**src/rtl/maxnet_controller.sv**
```systemverilog
// MaxNet winner-take-all engine: loads M activations, then alternates SUM / CHECK / UPDATE
// passes over a circular register file until one cell survives or the iteration cap is reached.
module maxnet_controller #(
    parameter int M         = 10,
    parameter int EPS_SHIFT = 3,
    parameter int MAX_ITER  = 255
) (
    input  logic                   clk,
    input  logic                   reset,
    input  logic                   in_valid,
    output logic                   in_ready,
    input  logic [7:0]             in_data,
    output logic                   busy,
    output logic                   done,
    output logic [$clog2(M)-1:0]   winner_idx,
    output logic [7:0]             winner_val,
    output logic                   no_winner,
    output logic [7:0]             iter_count
);

    localparam int IW = $clog2(M);
    localparam int SW = 8 + IW;
    localparam int CW = $clog2(M + 1);
    localparam logic [IW-1:0] LAST = IW'(M - 1);

    typedef enum logic [2:0] {
        S_LOAD,
        S_SUM,
        S_CHECK,
        S_UPDATE,
        S_DONE
    } state_t;

    state_t        state;
    logic [7:0]    cells [M];
    logic [IW-1:0] load_cnt;
    logic [IW-1:0] pos;
    logic [SW-1:0] sum;
    logic [CW-1:0] nz_cnt;
    logic [IW-1:0] nz_idx;

    logic [7:0]    cur;
    logic [SW-1:0] inh;
    logic [7:0]    upd;
    logic          last;

    // Inhibition uses the SUM-pass snapshot, so every cell sees the previous iteration's values.
    always_comb begin
        cur  = cells[pos];
        last = (pos == LAST);
        inh  = (sum - SW'(cur)) >> EPS_SHIFT;
        upd  = (inh >= SW'(cur)) ? 8'd0 : cur - inh[7:0];
    end

    assign in_ready = (state == S_LOAD);
    assign busy     = (state == S_SUM) || (state == S_CHECK) || (state == S_UPDATE);

    always_ff @(posedge clk or posedge reset) begin
        if (reset) begin
            state      <= S_LOAD;
            load_cnt   <= '0;
            pos        <= '0;
            sum        <= '0;
            nz_cnt     <= '0;
            nz_idx     <= '0;
            iter_count <= '0;
            done       <= 1'b0;
            winner_idx <= '0;
            winner_val <= '0;
            no_winner  <= 1'b0;
            // NOTE: the register file is small and an abort must discard its contents, so it is
            // reset with the rest of the state instead of being left to a RAM macro.
            for (int i = 0; i < M; i++) cells[i] <= '0;
        end else begin
            // NOTE: all state here uses non-blocking assignments; the default below is overridden
            // by a later assignment in the same cycle, which is the intended last-wins behaviour.
            done <= 1'b0;
            case (state)
                S_LOAD: begin
                    if (in_valid) begin
                        cells[load_cnt] <= in_data;
                        if (load_cnt == LAST) begin
                            load_cnt   <= '0;
                            pos        <= '0;
                            sum        <= '0;
                            nz_cnt     <= '0;
                            iter_count <= '0;
                            winner_idx <= '0;
                            winner_val <= '0;
                            no_winner  <= 1'b0;
                            state      <= S_SUM;
                        end else begin
                            load_cnt <= load_cnt + 1'b1;
                        end
                    end
                end
                S_SUM: begin
                    sum <= sum + SW'(cur);
                    if (cur != 8'd0) begin
                        nz_cnt <= nz_cnt + 1'b1;
                        nz_idx <= pos;
                    end
                    if (last) begin
                        pos   <= '0;
                        state <= S_CHECK;
                    end else begin
                        pos <= pos + 1'b1;
                    end
                end
                S_CHECK: begin
                    if (nz_cnt == '0) begin
                        no_winner <= 1'b1;
                        done      <= 1'b1;
                        state     <= S_DONE;
                    end else if (nz_cnt == CW'(1)) begin
                        winner_idx <= nz_idx;
                        winner_val <= cells[nz_idx];
                        done       <= 1'b1;
                        state      <= S_DONE;
                    end else if (iter_count == 8'(MAX_ITER)) begin
                        no_winner <= 1'b1;
                        done      <= 1'b1;
                        state     <= S_DONE;
                    end else begin
                        state <= S_UPDATE;
                    end
                end
                S_UPDATE: begin
                    cells[pos] <= upd;
                    if (last) begin
                        pos        <= '0;
                        sum        <= '0;
                        nz_cnt     <= '0;
                        iter_count <= iter_count + 1'b1;
                        state      <= S_SUM;
                    end else begin
                        pos <= pos + 1'b1;
                    end
                end
                S_DONE:  state <= S_LOAD;
                default: state <= S_LOAD;
            endcase
        end
    end

endmodule

```
**config.mk**
```make
export PLATFORM = sky130hd
export DESIGN_NAME = maxnet_controller
export DESIGN_NICKNAME = d
export VERILOG_FILES = /design/src/rtl/maxnet_controller.sv
export SDC_FILE = /design/constraint.sdc
export NUM_CORES = 1
export LEC_CHECK = 0
export CAP_MARGIN = 5
export CORE_UTILIZATION = 31
export DETAILED_ROUTE_END_ITERATION = 8
export SETUP_SLACK_MARGIN = 0.5
export SYNTH_ARGS = -nofsm -noshare
export SYNTH_HDL_FRONTEND = slang
export SYNTH_SLANG_ARGS = --single-unit
```
**constraint.sdc**
```tcl
create_clock -name clk -period 4.7 [get_ports clk]
set_input_delay 0.47 -clock clk [delete_from_list [all_inputs] [get_ports clk]]
set_output_delay 0.47 -clock clk [all_outputs]
set_load 0.01 [all_outputs]
```
==> results of run 1 <==
-- synth_stat cells, drive strengths merged (16+ instances only) --
library cell / instances
ha: 36
clkbuf: 24
nand2: 50
a21oi: 21
a22oi: 81
mux4: 32
xnor2: 20
nor2: 45
o31ai: 51
mux2i: 27
inv: 31
buf: 30
a22o: 16
o21ai: 68
dfrtp: 133
-- routing by layer --
layer | share of wire [%] | vias to the layer above
met5 | 0 | -
met1 | 43 | 3631
met2 | 46 | 352
li1 | - | 3285
met3 | 8.9 | 42
met4 | 2.1 | 0
-- repair_timing --
action / CTS / global route
endpoints found under the hold margin: 0 / 0
resized for setup: 18 / 21
setup buffers: 3 / 1
pin swaps: 1 / 0
setup endpoints to repair: 80 / 80
hold buffers: 0 / 0
gates cloned: 1 / 1
-- layout make-up --
class,instances,area (um2),share of cell area (%)
tap,372,465,4.49
timing repair buffer,84,793,7.66
clock buffer,20,467,4.50
sequential,133,3330,32.1
multi-input combinational,616,5040,48.6
clock inverter,10,145,1.40
inverter,31,121,1.17
-- metrics by stage --
stage | cells | setup TNS, ns
floorplan | 834 | 0
global placement | 1230 | 0
detailed placement | 1230 | 0
CTS | 1264 | 0
global route | 1266 | -5.11
finish | 1266 | 0
-- power by group through the flow --
| stage | logic, mW | registers [mW] | clock network, mW |
|---|---|---|---|
| 3_5_place_dp | 4.88 | 1.98 | 0 |
| 6_report | 5.17 | 1.97 | 1.42 |
| 3_3_place_gp | 4.85 | 1.97 | 0 |
| 4_1_cts | 5.01 | 1.96 | 1.43 |
| 2_1_floorplan | 3.37 | 1.76 | 0 |
| 5_1_grt | 5.54 | 2.03 | 1.49 |
-- sequential cells by signal (all words and copies together) (netlist names) --
name and count:
pos 4, nz_cnt 4, iter_count 8, cells 80, no_winner 1, load_cnt 4, nz_idx 4, sum 12
winner_idx 4, done 1, winner_val 8, state 3
-- cell families (layout without fill, tap and decap cells) --
group           after synthesis  in the layout
fa+ha+maj                    38             38
compound gates              302            302
flops                       133            133
buf+inv                      85            145
simple gates                186            186
xor+xnor                     27             27
mux                          63             63
-- final timing paths --
kind	start	end	slack (ns)	cells after the start
min in group asynchronous	reset	cells[45]	0.55	2
max reg2reg	pos[0]	cells[39]	0.09	20
min reg2reg	winner_val[7]	winner_val[7]	0.50	1
max	pos[0]	cells[39]	0.09	20
min	winner_val[7]	winner_val[7]	0.50	1
max in group asynchronous	reset	cells[39]	3.20	3
==> flow_summary.yaml, run 1 <==
status:
  status: "finished clean"
finish:
  final_common_cell: "dfrtp_1"
  n_fill_cell: 2599
  post-route-util_pct: 38.2
  layout.nets: 932
  antenna_cells: 0
  drive_gt1_share_pct: 17.9
  stdcell_area_mm2: 0.0104
  area_growth_pct: 20.4
  final_cell_mix: "132 x dfrtp_1, 76 x a22oi_1, 48 x nand2_1, 45 x nor2_1, 45 x o31ai_1"
timing:
  rsz0062_at_grt: "yes"
  slew_viol_final: 0
  final-hold-violation-count: 0
  post-route-min-period_ns: 4.61
  worstMarginPinSlew_ns: 1.21
  whs_ns: 0.500
  fmax_mhz: 217
  fin_crit_sh_pct: 98.0
  worst_slack_ns: 0.0930
  slew_headroom_pct: 19.0
  setup-violations-final: 0
  finClkSkew_ns: 0.0110
route:
  drt_iter0_drc: 702
  detail_route.first_pass.iterations: 5
  avgRoutedWirePerCell_um: 21.3
  antenna_left: 0
  via_count: 7310
  drc_errors: 0
  wl_mm: 27.0
  avgViaCountPerCell: 5.77
global_routing:
  grt_pass1_wl_mm: 42.3
  grt.met3_usage_pct: 5.63
  grt_max_degree: 81
  gr-usage-met2_pct: 30.6
  antenna_found_initial: 0
  busiest_layer: "met2"
  overflow: 0
  grtUsageTotal_pct: 19.6
  grt_pass1_vias: 7104
  use_met1_pct: 26.5
floorplan:
  die_area_mm2: 0.0284
  fp.dieH_um: 169
  ios: 35
  initial_core_util_pct: 31.7
  core-area_mm2: 0.0271
  die_w_um: 169
  rows: 60
power_and_ir_drop:
  fin_total_pwr_mw: 8.55
  ir_drop_mv: 0.601
  power_switching_mw: 3.97
  seqPwrFrac_pct: 23.1
  leakagePower_nw: 4.14
  power.density_mw_per_mm2: 825
  p_sw_share_pct: 46.4
  clockPowerShare_pct: 16.6
  internal_power_mw: 4.58
  power_frac_comb_pct: 60.4
critical_path:
  crit_family: "compound AO/OA/AOI/OAI gates"
  cp.buffers_inverters: 2
  critPathKind: "register to register"
  crit_path_end_kind: "register"
  required_ns: 5.02
  critPathSlowestCell: "mux4_2"
  arrival_ns: 4.93
  path_max_fanout: 50
  slowest_delay_ns: 0.58
  path_cells: "mux4_2 -> a22oi_2 -> o21ai_4 -> inv_2 -> ha_4 -> nor2b_1 -> o21a_1 -> o21a_1 -> o21a_1 -> o21a_1 -> o2111a_1 -> nor3_2 -> ha_1 -> a21o_1 -> a21o_1 -> a21oi_2 -> o21a_1 -> nand3_2 -> buf_12 -> o31ai_1"
  crit_top_cell: "o21a_1"
  critPathLaunchType: "register"
logic_synthesis:
  synth_fa_ha_area_share_pct: 5.70
  synth_xor_xnor_area_share_pct: 2.75
  ys_ff_latch: 133
  syn-mean-instance-area_um2: 10.3
  synthTopCellsByArea: "dfrtp_1 39%, mux4_2 8.4%, a22oi_1 7.1%"
  synth_top_family_by_area: "compound AO/OA/AOI/OAI gates"
  yosysSeqAreaShare_pct: 38.7
  yosysUniqueCellTypes: 66
  yosysTopAreaCellShare_pct: 38.7
  async_reset_ff_share_pct: 100
  ys_warn_count: 0
  synth_top_flop_cell: "dfrtp_1"
  synth_nets: 883
  synth_edf_count: 0
  synth_compound_area_share_pct: 25.3
  yosysTopAreaCell: "dfrtp_1"
  synth-simple-area-share_pct: 11.1
  netlist_instances: 834
  synth_area_mm2: 0.00860
  synth_mux_area_share_pct: 12.2
clocking:
  cts_tree: "done"
  cts.clk_slew.worst_paths_ns: 0.06
  cts.sinks: 133
  clock_path_buffers: 2
  clk_latency_ns: 0.43
  cts_root_buf: "clkbuf_16"
  htreeDepth: 4
  cts_buffers: 17
hold_path:
  hold_class: "register to register"
placement:
  place_congestion: 0.863
  port_buffers: 34
  dpl.hpwl_mm: 18.6
  placed_area_mm2: 0.00956
  post-place-ws_ns: 0.0144
flow_run:
  cap_violations: 0
(Power assumes the default switching activity.)
==> run 2, diff against run 1 <==
--- a/config.mk
+++ b/config.mk
@@ -6,6 +6,7 @@
 export NUM_CORES = 1
 export LEC_CHECK = 0
 export CAP_MARGIN = 5
+export CORE_MARGIN = 4
 export CORE_UTILIZATION = 31
 export DETAILED_ROUTE_END_ITERATION = 8
 export SETUP_SLACK_MARGIN = 0.5
==> constraint.sdc (replaced) <==
create_clock -name clk -period 5 [get_ports clk]
set_input_delay 0.5 -clock clk [delete_from_list [all_inputs] [get_ports clk]]
set_output_delay 0.5 -clock clk [all_outputs]
set_load 0.01 [all_outputs]
==> flow_summary.yaml, run 2 (synthesized netlist as in run 1, its figures left out) <==
clocking:
  htreeDepth: 4
  cts_tree: "done"
  cts_buffers: 17
  cts_root_buf: "clkbuf_16"
  clk_latency_ns: 0.43
  clock_path_buffers: 2
  cts.sinks: 133
  cts.clk_slew.worst_paths_ns: 0.06
critical_path:
  critPathSlowestCell: "dfrtp_2"
  crit_family: "simple AND/OR/NAND/NOR gates"
  required_ns: 5.33
  path_max_fanout: 11
  path_depth: 18
  r2r-start: "pos[1]"
  reg2reg_depth: 18
  reg2reg_slack_ns: 0.23
  critPathLaunchType: "register"
  arrival_ns: 5.09
  crit_top_cell: "or3_1"
  path_cells: "nor2_1 -> nand2_1 -> buf_4 -> o21ai_2 -> inv_1 -> ha_1 -> or3_1 -> or3_1 -> or3_1 -> o211ai_1 -> ha_1 -> a21oi_2 -> o21a_1 -> buf_6 -> nand3_4 -> buf_12 -> clkbuf_16 -> o31ai_4"
  crit_path_end_kind: "register"
  setup.worst_path.start: "pos[1]"
  critPathKind: "register to register"
  slowest_delay_ns: 0.53
  cp.buffers_inverters: 5
  crit_end: "cells[77]"
  r2r_end: "cells[77]"
finish:
  area_growth_pct: 28.3
  multi_input_area_mm2: 0.00554
  instances_no_fill: 1277
  layout.nets: 941
  final_common_cell: "dfrtp_1"
  largest_reg_flops: 80
  antenna_cells: 0
  reg.largest.list: "cells: 80 flops, sum: 12 flops"
  final_cell_mix: "131 x dfrtp_1, 75 x a22oi_1, 49 x nand2_1, 44 x nor2_1, 41 x o21ai_0"
  n_fill_cell: 2504
  drive_gt1_share_pct: 23.9
  seq_area_mm2: 0.00333
  largest-register: "cells"
  post-route-util_pct: 40.7
timing:
  slew_headroom_pct: 7.16
  fin_crit_sh_pct: 95.3
  final-hold-violation-count: 0
  setup-violations-final: 0
  post-route-min-period_ns: 4.77
  fmax_mhz: 210
  tns_ns: 0
  worstMarginPinSlew_ns: 1.38
  finClkSkew_ns: 0.00694
  rsz0062_at_grt: "yes"
  slew_viol_final: 0
placement:
  dpl.hpwl_mm: 18.8
  dp.cells: 1221
  port_buffers: 34
  place_congestion: 0.927
global_routing:
  overflow: 0
  grtUsageTotal_pct: 18.6
  grt_max_degree: 99
  grt_pass1_wl_mm: 44.4
  grt_pass1_vias: 7449
  antenna_found_initial: 0
floorplan:
  die_w_um: 175
  initial_core_util_pct: 31.7
  ios: 35
  die_area_mm2: 0.0305
  core-area_mm2: 0.0271
  fp.dieH_um: 175
  rows: 60
route:
  detail_route.first_pass.iterations: 7
  via_count: 7438
  wl_mm: 29.1
  avgRoutedWirePerCell_um: 22.8
  drt_iter0_drc: 955
  drc_errors: 0
  avgViaCountPerCell: 5.82
  antenna_left: 0
flow_run:
  cap_violations: 0
hold_path:
  hold_class: "register to register"
  hold_depth: 2
status:
  status: "finished clean"
-- run 2: cell types whose count changed in the layout (fill, tap and decap cells not counted), sizes merged --
cell | before | now
bufinv | 3 | 2
inv | 34 | 31
clkinvlp | 2 | 1
bufbuf | 0 | 1
clkinv | 2 | 6
clkbuf | 21 | 25
buf | 49 | 56
-- run 2: stage by stage --
stage               worst slack (ns)  area, um2  hold slack (ns)
global placement               0.191       9460            0.493
floorplan                      0.476       8630            0.478
CTS                            0.382      10600            0.507
detailed placement             0.192       9460            0.490
finish                         0.233      11000            0.505
global route                   0.124      11000            0.519
-- run 2: routing by layer --
metal  global-route usage, %  share of wire, %  routed length, um  up-vias
met5                       0                 0                  0        -
met4                    9.26               4.9               1430        0
met3                    3.03               7.2               2080       91
met2                    29.8                47              13700      317
met1                    24.5                41              11800     3732
li1                        -                 -                  -     3298
-- run 2: worst min path at each step --
stage | from | slack [ns] | to
after CTS | winner_idx[3] | 0.51 | winner_idx[3]
after floorplan | sum[0] | 0.48 | sum[0]
after detailed placement | winner_idx[3] | 0.49 | winner_idx[3]
final | no_winner | 0.50 | no_winner
after global routing | winner_idx[3] | 0.52 | winner_idx[3]
after global placement | no_winner | 0.49 | no_winner
-- run 2: layout make-up --
cell class | instances | share of cell area (%)
Inverter | 31 | 1.10
Clock buffer | 23 | 4.33
Clock inverter | 9 | 0.918
Timing Repair Buffer | 93 | 9.10
Sequential cell | 133 | 30.2
Tap cell | 372 | 4.22
Multi-Input combinational cell | 616 | 50.1
-- run 2: repair_timing --
action                                  CTS  global route
endpoints found under the setup margin   80            80
gates cloned                              6             1
gates resized for setup                  67            73
setup buffers                            13             4
hold buffers                              0             0
pin swaps                                23            15
-- run 2: worst min-delay path, stage by stage, from the launching register on --
cell     delay [ns]
dfrtp_1        0.35
nor2_1         0.05
nor2_1         0.07
Power of run 2 is left out: the tool's default activity adds up to more than one toggle a clock period on the data nets, which glitch-free logic cannot reach.
